==> config.mk <==
export PLATFORM = sky130hd
export DESIGN_NAME = vending_ctrl
export DESIGN_NICKNAME = d
export VERILOG_FILES = /design/src/rtl/vending_ctrl.sv
export SDC_FILE = /design/constraint.sdc
export NUM_CORES = 1
export LEC_CHECK = 0
export BUFFER_PORTS_ARGS = -buffer_cell sky130_fd_sc_hd__clkbuf_2
export CORE_ASPECT_RATIO = 0.9
export CORE_MARGIN = 2
export CORE_UTILIZATION = 59
export CTS_CLUSTER_SIZE = 16
export DETAILED_ROUTE_END_ITERATION = 16
export MAX_ROUTING_LAYER = met4
export PLACE_DENSITY = 0.84
export REMOVE_ABC_BUFFERS = 1
export SLEW_MARGIN = 20
export SYNTH_ARGS = -nofsm -noshare
export SYNTH_HDL_FRONTEND = slang
export SYNTH_SLANG_ARGS = --single-unit
==> constraint.sdc <==
create_clock -name clk -period 6.3 [get_ports clk]
set_input_delay 0 -clock clk [delete_from_list [all_inputs] [get_ports clk]]
set_output_delay 0 -clock clk [all_outputs]
set_load 0.02 [all_outputs]
==> src/rtl/vending_ctrl.sv <==
// Vending controller: coin credit accumulation, item dispense and change payout handshake.
// All outputs registered (1-cycle response); change_valid holds until change_ack is seen.
module vending_ctrl #(
  parameter int MAX_CREDIT = 19,
  parameter int PRICE0     = 3,
  parameter int PRICE1     = 5,
  parameter int PRICE2     = 8,
  parameter int PRICE3     = 12
) (
  input  logic       clk,
  input  logic       rst_n,
  input  logic       coin_valid,
  input  logic [1:0] coin_value,
  input  logic       sel_valid,
  input  logic [1:0] sel_item,
  input  logic       cancel,
  input  logic       change_ack,
  output logic [6:0] credit,
  output logic       coin_reject,
  output logic       insufficient,
  output logic       dispense,
  output logic [1:0] item_out,
  output logic       change_valid,
  output logic [4:0] change_amount
);

  typedef enum logic [1:0] {IDLE, COLLECT, DISPENSE, CHANGE} state_t;

  localparam logic [7:0] MaxC = 8'(MAX_CREDIT);

  state_t      state_q, state_d;
  logic [6:0]  credit_q, credit_d;
  logic        coin_reject_q, coin_reject_d;
  logic        insufficient_q, insufficient_d;
  logic        dispense_q, dispense_d;
  logic [1:0]  item_q, item_d;
  logic        change_valid_q, change_valid_d;
  logic [4:0]  change_amount_q, change_amount_d;

  logic [7:0]  price;
  logic [7:0]  coin_amt;
  logic [7:0]  sum;

  always_comb begin
    price = 8'(PRICE0);
    case (sel_item)
      2'd0:    price = 8'(PRICE0);
      2'd1:    price = 8'(PRICE1);
      2'd2:    price = 8'(PRICE2);
      default: price = 8'(PRICE3);
    endcase
    coin_amt = 8'd0;
    case (coin_value)
      2'b00:   coin_amt = 8'd1;
      2'b01:   coin_amt = 8'd2;
      2'b10:   coin_amt = 8'd5;
      default: coin_amt = 8'd0;
    endcase
    // Evaluated at 8 bits so an over-cap sum cannot wrap below the ceiling.
    sum = {1'b0, credit_q} + coin_amt;
  end

  always_comb begin
    state_d         = state_q;
    credit_d        = credit_q;
    coin_reject_d   = 1'b0;
    insufficient_d  = 1'b0;
    dispense_d      = 1'b0;
    item_d          = item_q;
    change_valid_d  = change_valid_q;
    change_amount_d = change_amount_q;

    case (state_q)
      IDLE, COLLECT: begin
        // Priority: cancel > selection > coin; a coin that loses is refused.
        if (cancel && state_q == COLLECT) begin
          state_d         = CHANGE;
          change_valid_d  = 1'b1;
          change_amount_d = credit_q[4:0];
          coin_reject_d   = coin_valid;
        end else if (sel_valid) begin
          coin_reject_d = coin_valid;
          if (state_q == COLLECT && {1'b0, credit_q} >= price) begin
            state_d    = DISPENSE;
            credit_d   = credit_q - price[6:0];
            dispense_d = 1'b1;
            item_d     = sel_item;
          end else begin
            insufficient_d = 1'b1;
          end
        end else if (coin_valid) begin
          if (coin_value == 2'b11 || sum > MaxC) begin
            coin_reject_d = 1'b1;
          end else begin
            credit_d = sum[6:0];
            state_d  = COLLECT;
          end
        end
      end
      DISPENSE: begin
        coin_reject_d = coin_valid;
        if (credit_q != 7'd0) begin
          state_d         = CHANGE;
          change_valid_d  = 1'b1;
          change_amount_d = credit_q[4:0];
        end else begin
          state_d = IDLE;
        end
      end
      CHANGE: begin
        coin_reject_d = coin_valid;
        if (change_ack) begin
          state_d         = IDLE;
          credit_d        = 7'd0;
          change_valid_d  = 1'b0;
          change_amount_d = 5'd0;
        end
      end
      default: state_d = IDLE;
    endcase
  end

  always_ff @(posedge clk or negedge rst_n) begin
    if (!rst_n) begin
      state_q         <= IDLE;
      credit_q        <= 7'd0;
      coin_reject_q   <= 1'b0;
      insufficient_q  <= 1'b0;
      dispense_q      <= 1'b0;
      item_q          <= 2'd0;
      change_valid_q  <= 1'b0;
      change_amount_q <= 5'd0;
    end else begin
      state_q         <= state_d;
      credit_q        <= credit_d;
      coin_reject_q   <= coin_reject_d;
      insufficient_q  <= insufficient_d;
      dispense_q      <= dispense_d;
      item_q          <= item_d;
      change_valid_q  <= change_valid_d;
      change_amount_q <= change_amount_d;
    end
  end

  assign credit        = credit_q;
  assign coin_reject   = coin_reject_q;
  assign insufficient  = insufficient_q;
  assign dispense      = dispense_q;
  assign item_out      = item_q;
  assign change_valid  = change_valid_q;
  assign change_amount = change_amount_q;

endmodule

; ---- Word-level counts from Yosys, hierarchy flattened
; Cells that the tools add are included.
[totals]
register_bits = 20
word_cells = 83
[op_classes]
n_addsub = 2
order_cmp = 2
n_eq_ne = 18
muxes = 38
bitwise = 1
n_reduce_logical = 14
[ops]
columns = operator, count
row1 = 7-bit 2-to-1 mux, 6
row2 = 1-bit 2-to-1 mux, 15
row3 = 5-bit 2-to-1 mux, 3
row4 = 5-bit one-hot mux with 3 select lines, 1
row5 = 2-bit 2-to-1 mux, 7
row6 = 7-bit one-hot mux with 2 select lines, 1
row7 = "4-bit inequality test, second input constant", 3
row8 = 4-bit one-hot mux with 3 select lines, 1
row9 = "2-bit equality test, second input constant", 5
row10 = "3-bit inequality test, second input constant", 3
row11 = 3-bit one-hot mux with 3 select lines, 1
row12 = 7-bit by 8-bit adder with 8-bit output, 1
row13 = 7-bit by 8-bit >= comparator with 1-bit output, 1
row14 = "8-bit by 5-bit greater-than comparator with 1-bit output, second input constant", 1
row15 = "2-bit inequality test, second input constant", 4
row16 = 4-bit AND reduction, 2
row17 = 7-bit nonzero test, 1
row18 = 7-bit subtractor, 1
row19 = "2-bit by 1-bit equality test with 1-bit output, second input constant", 3
row20 = 2-bit logical NOT, 3
row21 = 2-bit one-hot mux with 3 select lines, 1
row22 = 6-bit AND reduction, 1
row23 = 2-bit OR reduction, 2
row24 = 1-bit one-hot mux with 3 select lines, 1
row25 = 6 further kinds, 7

; ---- Logic depth before layout (Yosys ltp)
; Gate-level depths: netlist of the first run.
[depth]
depth_word = 10
ltp_mapped = 11
mapped_depth_nobuf = 10

; ---- Worst setup path after synthesis of the first run
; No wires, ideal clock.
[synth_path]
kind = register -> register
startpoint = register credit_q[0], in the netlist credit[0]
endpoint = register credit_q[4], in the netlist credit[4]
setup_time_ns = 0.121
arrival_ns = 2.401
required_time_ns = 6.179
slack_ns = 3.778
stages_incl_launch_ff = 12
path_buffers = 1
path_cell_list = dfrtp_1 > inv_1 > ha_1 > inv_1 > fa_1 > a21o_1 > a21oi_2 > a31oi_1 > a311oi_2 > buf_6 > nor2_4 > a22o_1
[synth_via]
elab_chain_cells = 6
[synth_rtl]
columns = element, line_no
row1 = "start, declared", 32  ; logic [6:0] credit_q, credit_d;
row2 = "start signal, assigned", 135  ; credit_q <= credit_d;
row3 = "parallel branches: the longest is 6 deep, another holds 7-bit by 8-bit adder with 8-bit output", -
; Several ways; the timed one is not identified. The select of a mux whose other input is x is not followed.
; A chain may end at the register's enable or synchronous reset.

; ---- Worst setup path after layout of the first run
[layout_path]
startpoint = register credit_q[0], in the netlist credit[0]
endpoint = register credit_q[2], in the netlist credit[2]
; The elaborated chain is that of the path after synthesis.

==> results.toml, run 1 <==
[run_status]
status = "finished clean"

[detailed_routing]
firstDrtPassIters = 4
drc = 0
drt_iter0_drc = 76
drt-total-wl_um = 3651
via_per_inst = 6.325
wire_per_inst_um = 15.81
ant_nets = 0
vias = 1461

[synth]
netlist.area_leader.share = 0.3322
synth_edf_count = 0
yosysTopAreaCell = "dfrtp_1"
yosys_register_bits = 20
synth_ff_type = "dfrtp_1"
seq_area_frac_synth = 0.3322
synthTopCellsByArea = "dfrtp_1 33%, o21ai_0 6.3%, ha_1 5.8%, a21oi_1 3.7%, nand3_1 3.7%"
synthCells = 179
synth_warnings = 0
syn_area_mm2 = 0.001506
async_flop_share = 1.000
synthDistinctLibCells = 52
avgSynthCellArea_um2 = 8.416

[global_route]
grt_max_degree = 21
first_global_vias = 1301
grt_usage = 0.2637
antenna_found_initial = 0
grt_pass1_wl_um = 5878
gr-total-overflow = 0

[timing]
report.final.slew_viol_count = 0
worstMarginPinSlew_ns = 0.8870
finalSetupTns_ns = 0
period_minus_slack_ns = 3.030
min_period_over_period = 0.4809
setup_viol = 0
slew_headroom = 0.4086
rsz0062_at_grt = "no"
max_freq_mhz = 330.1
finalClockSkew_ns = 0.001752
hold_viol = 0

[layout]
regArea_um2 = 500.5
multiInputGateArea_um2 = 883.3
fillers = 195
drive_gt1_frac = 0.1872
final_area_mm2 = 0.001693
num-nets-final = 223
area_growth_pct = 12.38
diodes = 0

[clock_tree]
htreeDepth = 1
cts_tree = "done"
clk_latency_ns = 0.30
cts_buffers = 3
path_clk_slew_ns = 0.11
cts-root-buf = "clkbuf_4"
cts_buffer_depth = 2
cts_resized = 0
cts.sinks = 20

[power_and_ir_drop]
clkPwrFrac = 0.094
pwr-share-seq = 0.321
p_per_area_mw_per_mm2 = 474.4
netSwitchingPower_mw = 0.4115
vdd_drop_max_mv = 0.3076
power.leakage_nw = 0.7882
cell_internal_pwr_mw = 0.3915
p_comb_frac = 0.585
swShare = 0.5125

[min_path]
hold_end = "insufficient"
hp-class = "primary input to register"
min_from = "cancel"
min_path_cells = 4

[die]
core-area_mm2 = 0.002446
ioPinCount = 28
dieArea_mm2 = 0.002974
dieHeight_um = 51.94
initial_core_util = 0.6159
rows = 17
die_w_um = 57.27

[setup_path]
reg2reg_to = "credit[2]"
r2r_cells = 10
required_ns = 6.47
end_kind = "register"
critical_path_class = "register to register"
crit_fanout = 13
rrSetupSlack_ns = 3.27
setup.worst_path.start_class = "register"
arrival_ns = 3.20
r2r-start = "credit[0]"

[placement]
globalplace.congestion = 0.8771
detailed_place_hpwl_um = 2628
io_buffers = 27
place_area_mm2 = 0.001607

[flow_run]
max_cap_viol_count = 0
[cell usage after synthesis (all sizes together) (2+ instances only)]
library cell	instances
o21ai	20
nand2	11
nand3	11
mux2i	2
fa	2
a211oi	2
a211o	2
nand4	3
nand2b	5
dfrtp	20
a21o	4
a311oi	2
clkbuf	6
o311ai	2
ha	7
nor3	7
o21a	2
buf	6
o41ai	2
nor2	14
nor2b	3
a22o	2
inv	14
a21oi	12
[sequential cells by signal, indices dropped and copies added, names as in the netlist]
name           flops
change_amount      5
item_out           2
insufficient       1
coin_reject        1
credit             7
dispense           1
state_q            2
change_valid       1
[timing repair]
item                                    CTS  global route
setup buffers                             0             0
hold endpoints to repair                 25             0
hold buffers                              5             0
endpoints found under the setup margin    0             0
[cell usage in the layout (no fill, tap or decap), types with 2 or more instances in the layout]
cell	netlist	final
o21ai_0	19	19
mux2i_1	2	2
dfrtp_1	20	20
nor2_1	13	13
dlygate4sd3_1	0	5
a21oi_1	11	11
a21o_1	4	4
nand2_1	11	11
nand2b_1	5	5
fa_1	2	2
clkbuf_2	0	27
ha_1	7	7
o41ai_1	2	2
a22o_1	2	2
nand3_1	11	11
nor3_1	6	6
nor2b_1	3	3
a211o_1	2	2
clkbuf_4	0	3
o21a_1	2	2
inv_1	13	13
nand4_1	3	3
[layout make-up]
class                      instances  area share
sequential                        20      0.2956
timing repair buffer              32      0.1094
clock buffer                       4     0.02143
tap                               28     0.02069
multi-input combinational        133      0.5218
inverter                          14     0.03104
[kinds of logic (layout without fill, tap and decap cells)]
logic type	Yosys count	after routing	synth area share
xor+xnor	2	2	0.01163
compound gates	58	58	0.2608
buf+inv	26	50	0.08139
mux	2	2	0.01329
simple gates	62	62	0.2160
fa+ha+maj	9	9	0.08472
flops	20	20	0.3322
[worst max-delay path by stage]
stage,to,depth (start not counted),slack (ns),startpoint
CTS,credit[2],10,3.37,credit[0]
detailed placement,credit[2],10,3.39,credit[0]
global placement,credit[6],10,3.58,credit[0]
global route,credit[6],10,3.09,credit[0]
floorplan,credit[6],10,3.65,credit[0]
finish,credit[2],10,3.27,credit[0]
[worst max-delay path, stage by stage (launching register included)]
cell and delay, ns:
dfrtp_1 0.44, inv_1 0.10, ha_1 0.18, inv_1 0.06, fa_1 0.41, a21o_1 0.21, a21oi_2 0.20, a31oi_1 0.14
a311oi_2 0.79, o21ai_0 0.24, o41ai_1 0.14
[through the flow]
step	hold WS [ns]	util	cells	setup WS [ns]	total power, mW
CTS	0.03653	0.6921	231	3.366	0.7943
global placement	-0.02424	0.6568	222	3.578	0.6910
finish	0.04700	0.6921	231	3.270	0.8030
detailed placement	-0.01295	0.6568	222	3.394	0.7150
floorplan	-0.2956	-	167	3.650	0.5789
global route	0.06347	0.6921	231	3.093	0.8621
[power groups by stage]
stage	Combinational [mW]	Sequential, mW	Clock, mW
after floorplan	0.287	0.292	0
after global placement	0.436	0.255	0
after detailed placement	0.455	0.260	0
after CTS	0.461	0.257	0.0769
after global routing	0.512	0.268	0.0820
final	0.470	0.258	0.0755
[per-layer routing]
layer,wire length [µm],global-route usage
met1,1536,0.3260
met5,0,-
met4,76,0.08915
met3,245,0.02985
met2,1792,0.4540
Power figures use the tool's default switching activity.
==> run 2, diff against run 1 <==
--- a/config.mk
+++ b/config.mk
@@ -8,11 +8,11 @@
 export BUFFER_PORTS_ARGS = -buffer_cell sky130_fd_sc_hd__clkbuf_2
 export CORE_ASPECT_RATIO = 0.9
 export CORE_MARGIN = 2
-export CORE_UTILIZATION = 59
+export CORE_UTILIZATION = 55
 export CTS_CLUSTER_SIZE = 16
 export DETAILED_ROUTE_END_ITERATION = 16
 export MAX_ROUTING_LAYER = met4
-export PLACE_DENSITY = 0.84
+export PLACE_DENSITY = 0.79
 export REMOVE_ABC_BUFFERS = 1
 export SLEW_MARGIN = 20
 export SYNTH_ARGS = -nofsm -noshare
==> constraint.sdc (replaced) <==
create_clock -name clk -period 3 [get_ports clk]
set_input_delay 0 -clock clk [delete_from_list [all_inputs] [get_ports clk]]
set_output_delay 0 -clock clk [all_outputs]
set_load 0.02 [all_outputs]
==> run 2 against run 1 <==
- sequential power increased by 110%
- hold slack got worse by 0.045 ns
- non-clock buffer count is 1 higher
- die area is 6.7% higher
- critical endpoint is now credit[4]
- highest routed layer unchanged
==> results.toml, run 2 (synthesized netlist as in run 1, its figures left out) <==
[run_status]
status = "finished clean"

[power_and_ir_drop]
power.leakage_nw = 0.7868
p_total_mw = 1.692
p_per_area_mw_per_mm2 = 1005
vdd_drop_max_mv = 0.3694

[setup_path]
arrival_ns = 2.99
rrSetupSlack_ns = 0.22
crit_fanout = 8
required_ns = 3.21
setup.worst_path.start_class = "register"
end_kind = "register"
critical_path_class = "register to register"
reg2reg_to = "credit[4]"
r2r-start = "credit[0]"
r2r_cells = 11

[timing]
finalClockSkew_ns = 0.005533
max_freq_mhz = 359.5
finalSetupTns_ns = 0
worstMarginPinSlew_ns = 0.6422
rsz0062_at_grt = "no"
slew_headroom = 0.5719
min_period_over_period = 0.9273
setup_viol = 0
period_minus_slack_ns = 2.782
hold_viol = 0
report.final.slew_viol_count = 0

[global_route]
grt_usage = 0.2737
grt_max_degree = 21
antenna_found_initial = 0
gr-total-overflow = 0
grt_pass1_wl_um = 6251
first_global_vias = 1343

[detailed_routing]
vias = 1468
via_per_inst = 6.355
ant_nets = 0
drt-total-wl_um = 3802
drt_iter0_drc = 72
drc = 0
firstDrtPassIters = 5
wire_per_inst_um = 16.46

[layout]
largest_reg_flops = 7
num-nets-final = 224
area_growth_pct = 11.79
diodes = 0
drive_gt1_frac = 0.1921
layout_commonest_cell = "clkbuf_2"
final_cell_mix = "27 x clkbuf_2, 20 x dfrtp_1, 19 x o21ai_0, 13 x inv_1, 13 x nor2_1"

[clock_tree]
cts-root-buf = "clkbuf_4"
cts_resized = 0
cts_buffers = 3
clk_latency_ns = 0.31
cts.sinks = 20
cts_tree = "done"
path_clk_slew_ns = 0.12
htreeDepth = 1
cts_buffer_depth = 2

[flow_run]
max_cap_viol_count = 0

[die]
ioPinCount = 28
rows = 17
die_w_um = 59.17
initial_core_util = 0.5952
core-area_mm2 = 0.002531
dieArea_mm2 = 0.003174
dieHeight_um = 53.65

[min_path]
min_from = "sel_item[1]"
hold_end = "item_out[1]"
min_path_cells = 3
hp-class = "primary input to register"

[placement]
globalplace.congestion = 0.9241
io_buffers = 27
detailed_place_hpwl_um = 2773
## run 2: cell types whose count changed in the layout (fill, tap and decap cells not counted), sizes merged
cell / change
dlygate4sd3: -1
buf: +2
clkbuf: -1
## run 2: critical path: stages (launching register included)
cell and delay, ns:
dfrtp_1 0.45, inv_1 0.10, ha_1 0.19, inv_1 0.06, fa_1 0.40, a21o_1 0.20
a21oi_2 0.20, a31oi_1 0.15, a311oi_2 0.42, buf_4 0.24, nor2_4 0.04, a22o_1 0.23
## run 2: final cells by class
class / count / area (µm²)
Timing Repair Buffer: 33 / 190.2
Fill cell: 223 / 847.1
Inverter: 14 / 52.55
Tap cell: 28 / 35.03
Clock buffer: 3 / 22.52
Sequential cell: 20 / 500.5
Multi-Input combinational cell: 133 / 883.3
## run 2: how the worst max path moves through the flow
stage,start,end,slack [ns],cells after the start
floorplan,credit[0],credit[6],0.35,10
global placement,credit[0],credit[4],0.40,11
detailed placement,credit[0],credit[4],0.28,11
CTS,credit[0],credit[4],0.26,11
global route,credit[0],credit[3],0.06,11
finish,credit[0],credit[4],0.22,11
## run 2: where the power goes
part	switching [mW]	internal, mW	leakage (nW)
logic	0.637	0.392	0.525
registers	0.157	0.374	0.248
clock network	0.0854	0.0469	0.0138
total	0.880	0.812	0.787
## run 2: metrics by stage
step | worst slack [ns] | util | cells | instance area, µm² | hold slack [ns]
2_1_floorplan | 0.3496 | - | 167 | 1436 | -0.2956
3_3_place_gp | 0.3971 | 0.6406 | 224 | 1622 | -0.02279
3_5_place_dp | 0.2768 | 0.6406 | 224 | 1622 | -0.003999
4_1_cts | 0.2597 | 0.6653 | 231 | 1684 | 0.0007432
5_1_grt | 0.05561 | 0.6653 | 231 | 1684 | 0.02481
6_report | 0.2180 | 0.6653 | 231 | 1684 | 0.002235
## run 2: repair_timing
item	CTS	global route
hold buffers	4	0
buffers inserted	0	0
hold endpoints to repair	24	0
## run 2: per-layer routing
| layer | part of all wire | routed length (µm) | GRT usage |
|---|---|---|---|
| met1 | 0.44 | 1654 | 0.3662 |
| met2 | 0.47 | 1772 | 0.4333 |
| met3 | 0.078 | 295 | 0.03125 |
| met4 | 0.021 | 80 | 0.09470 |
| met5 | 0 | 0 | - |
==> run 3, diff against run 2 <==
--- a/config.mk
+++ b/config.mk
@@ -11,7 +11,6 @@
 export CORE_UTILIZATION = 55
 export CTS_CLUSTER_SIZE = 16
 export DETAILED_ROUTE_END_ITERATION = 16
-export MAX_ROUTING_LAYER = met4
 export PLACE_DENSITY = 0.79
 export REMOVE_ABC_BUFFERS = 1
 export SLEW_MARGIN = 20
==> run 3 against run 2 <==
- first-iteration DRC count did not move
- clock power barely moved
- count of clock-buffer cells in the layout did not move
- via count fell by 0.89%
- combinational power barely moved
- highest routed layer unchanged
==> results.toml, run 3 (synthesized netlist as in run 1, its figures left out) <==
[layout]
layout_commonest_cell = "clkbuf_2"
num-nets-final = 224
final_cell_mix = "27 x clkbuf_2, 20 x dfrtp_1, 19 x o21ai_0, 13 x inv_1, 13 x nor2_1"
final_area_mm2 = 0.001684
diodes = 0
fillers = 223
area_growth_pct = 11.79
largest_reg_flops = 7
drive_gt1_frac = 0.1921
fin_cells = 231

[setup_path]
end_kind = "register"
r2r_cells = 11
path_cells = "inv_1 > ha_1 > inv_1 > fa_1 > a21o_1 > a21oi_2 > a31oi_1 > a311oi_2 > buf_4 > nor2_4 > a22o_1"
critical_path_class = "register to register"
cpMostUsedCell = "inv_1"
arrival_ns = 2.98
crit_fanout = 8
slowest_stage = "dfrtp_1"
required_ns = 3.21
setup.worst_path.start_class = "register"
r2r-start = "credit[0]"
slowest_delay_ns = 0.45
reg2reg_to = "credit[4]"
rrSetupSlack_ns = 0.23

[detailed_routing]
firstDrtPassIters = 5
ant_nets = 0
via_per_inst = 6.299
vias = 1455
wire_per_inst_um = 16.54
drt-total-wl_um = 3821
drc = 0
drt_iter0_drc = 72

[min_path]
min_from = "sel_item[1]"
min_path_cells = 3
hold_end = "item_out[1]"
hp-class = "primary input to register"

[flow_run]
max_cap_viol_count = 0

[die]
rows = 17
ioPinCount = 28
initial_core_util = 0.5952
dieHeight_um = 53.65
core-area_mm2 = 0.002531
die_w_um = 59.17
dieArea_mm2 = 0.003174

[clock_tree]
cts_tree = "done"
clk_latency_ns = 0.31
cts_buffer_depth = 2
htreeDepth = 1
cts_buffers = 3
cts.sinks = 20
cts-root-buf = "clkbuf_4"
cts_resized = 0
path_clk_slew_ns = 0.12

[global_route]
antenna_found_initial = 0
grt_usage = 0.2658
gr-total-overflow = 0
top_usage_layer = "met2"
grt_pass1_wl_um = 6251
grt_use_met3 = 0.03125
use_met2 = 0.4333
grt.met1_usage = 0.3662
grt_max_degree = 21
first_global_vias = 1343

[timing]
finalSetupTns_ns = 0
rsz0062_at_grt = "no"
period_minus_slack_ns = 2.773
finalWorstSetupSlack_ns = 0.2271
hold_viol = 0
setup_viol = 0
finalClockSkew_ns = 0.005571
hold_ws_ns = 0.005120
max_freq_mhz = 360.6
slew_headroom = 0.5718
report.final.slew_viol_count = 0
min_period_over_period = 0.9243
worstMarginPinSlew_ns = 0.6423

[placement]
io_buffers = 27
pre_cts_ws_ns = 0.2768
globalplace.congestion = 0.9084
dp.cells = 224
place_area_mm2 = 0.001622
detailed_place_hpwl_um = 2773

[run_status]
status = "finished clean"

[power_and_ir_drop]
p_per_area_mw_per_mm2 = 1005
vdd_drop_max_mv = 0.3682
power.leakage_nw = 0.7868
-- run 3: routing by layer --
metal / wire length [µm] / vias up
met2: 1771 / 75
met1: 1674 / 682
met3: 294 / 9
met4: 80 / 0
met5: 0 / -
li1: - / 689
-- run 3: worst max-delay path: cells and delay by family (launching register included) --
kind / cells / cell delay [ns]
compound gates: 5 / 1.20
fa+ha+maj: 2 / 0.58
flops: 1 / 0.45
buf+inv: 3 / 0.40
simple gates: 1 / 0.04
-- run 3: how the worst max path moves through the flow --
stage                          from   endpoint  slack, ns  cells after the start
final                     credit[0]  credit[4]       0.23                     11
after global routing      credit[0]  credit[3]       0.06                     11
after CTS                 credit[0]  credit[4]       0.26                     11
after detailed placement  credit[0]  credit[4]       0.28                     11
after global placement    credit[0]  credit[4]       0.40                     11
after floorplan           credit[0]  credit[6]       0.35                     10
-- run 3: report_power, final --
| part | internal (mW) | total [mW] | switching (mW) |
|---|---|---|---|
| Sequential | 0.374 | 0.532 | 0.158 |
| Combinational | 0.391 | 1.03 | 0.636 |
| Clock | 0.0470 | 0.132 | 0.0854 |
-- run 3: area by class of cell --
type                    count  area [µm²]  share of cell area
clock buffers               3       22.52             0.01337
inverters                  14       52.55             0.03120
multi-input cells         133       883.3              0.5245
flip-flops and latches     20       500.5              0.2972
well taps                  28       35.03             0.02080
repair buffers             33       190.2              0.1129
-- run 3: stage by stage --
stage	utilization	total power, mW
CTS	0.6653	1.674
floorplan	-	1.216
global placement	0.6406	1.489
global route	0.6653	1.829
finish	0.6653	1.692
detailed placement	0.6406	1.538
-- run 3: what timing repair did --
action | 4_1_cts | 5_1_grt
hold buffers | 4 | 0
buffers inserted | 0 | 0
hold endpoints to repair | 24 | 0
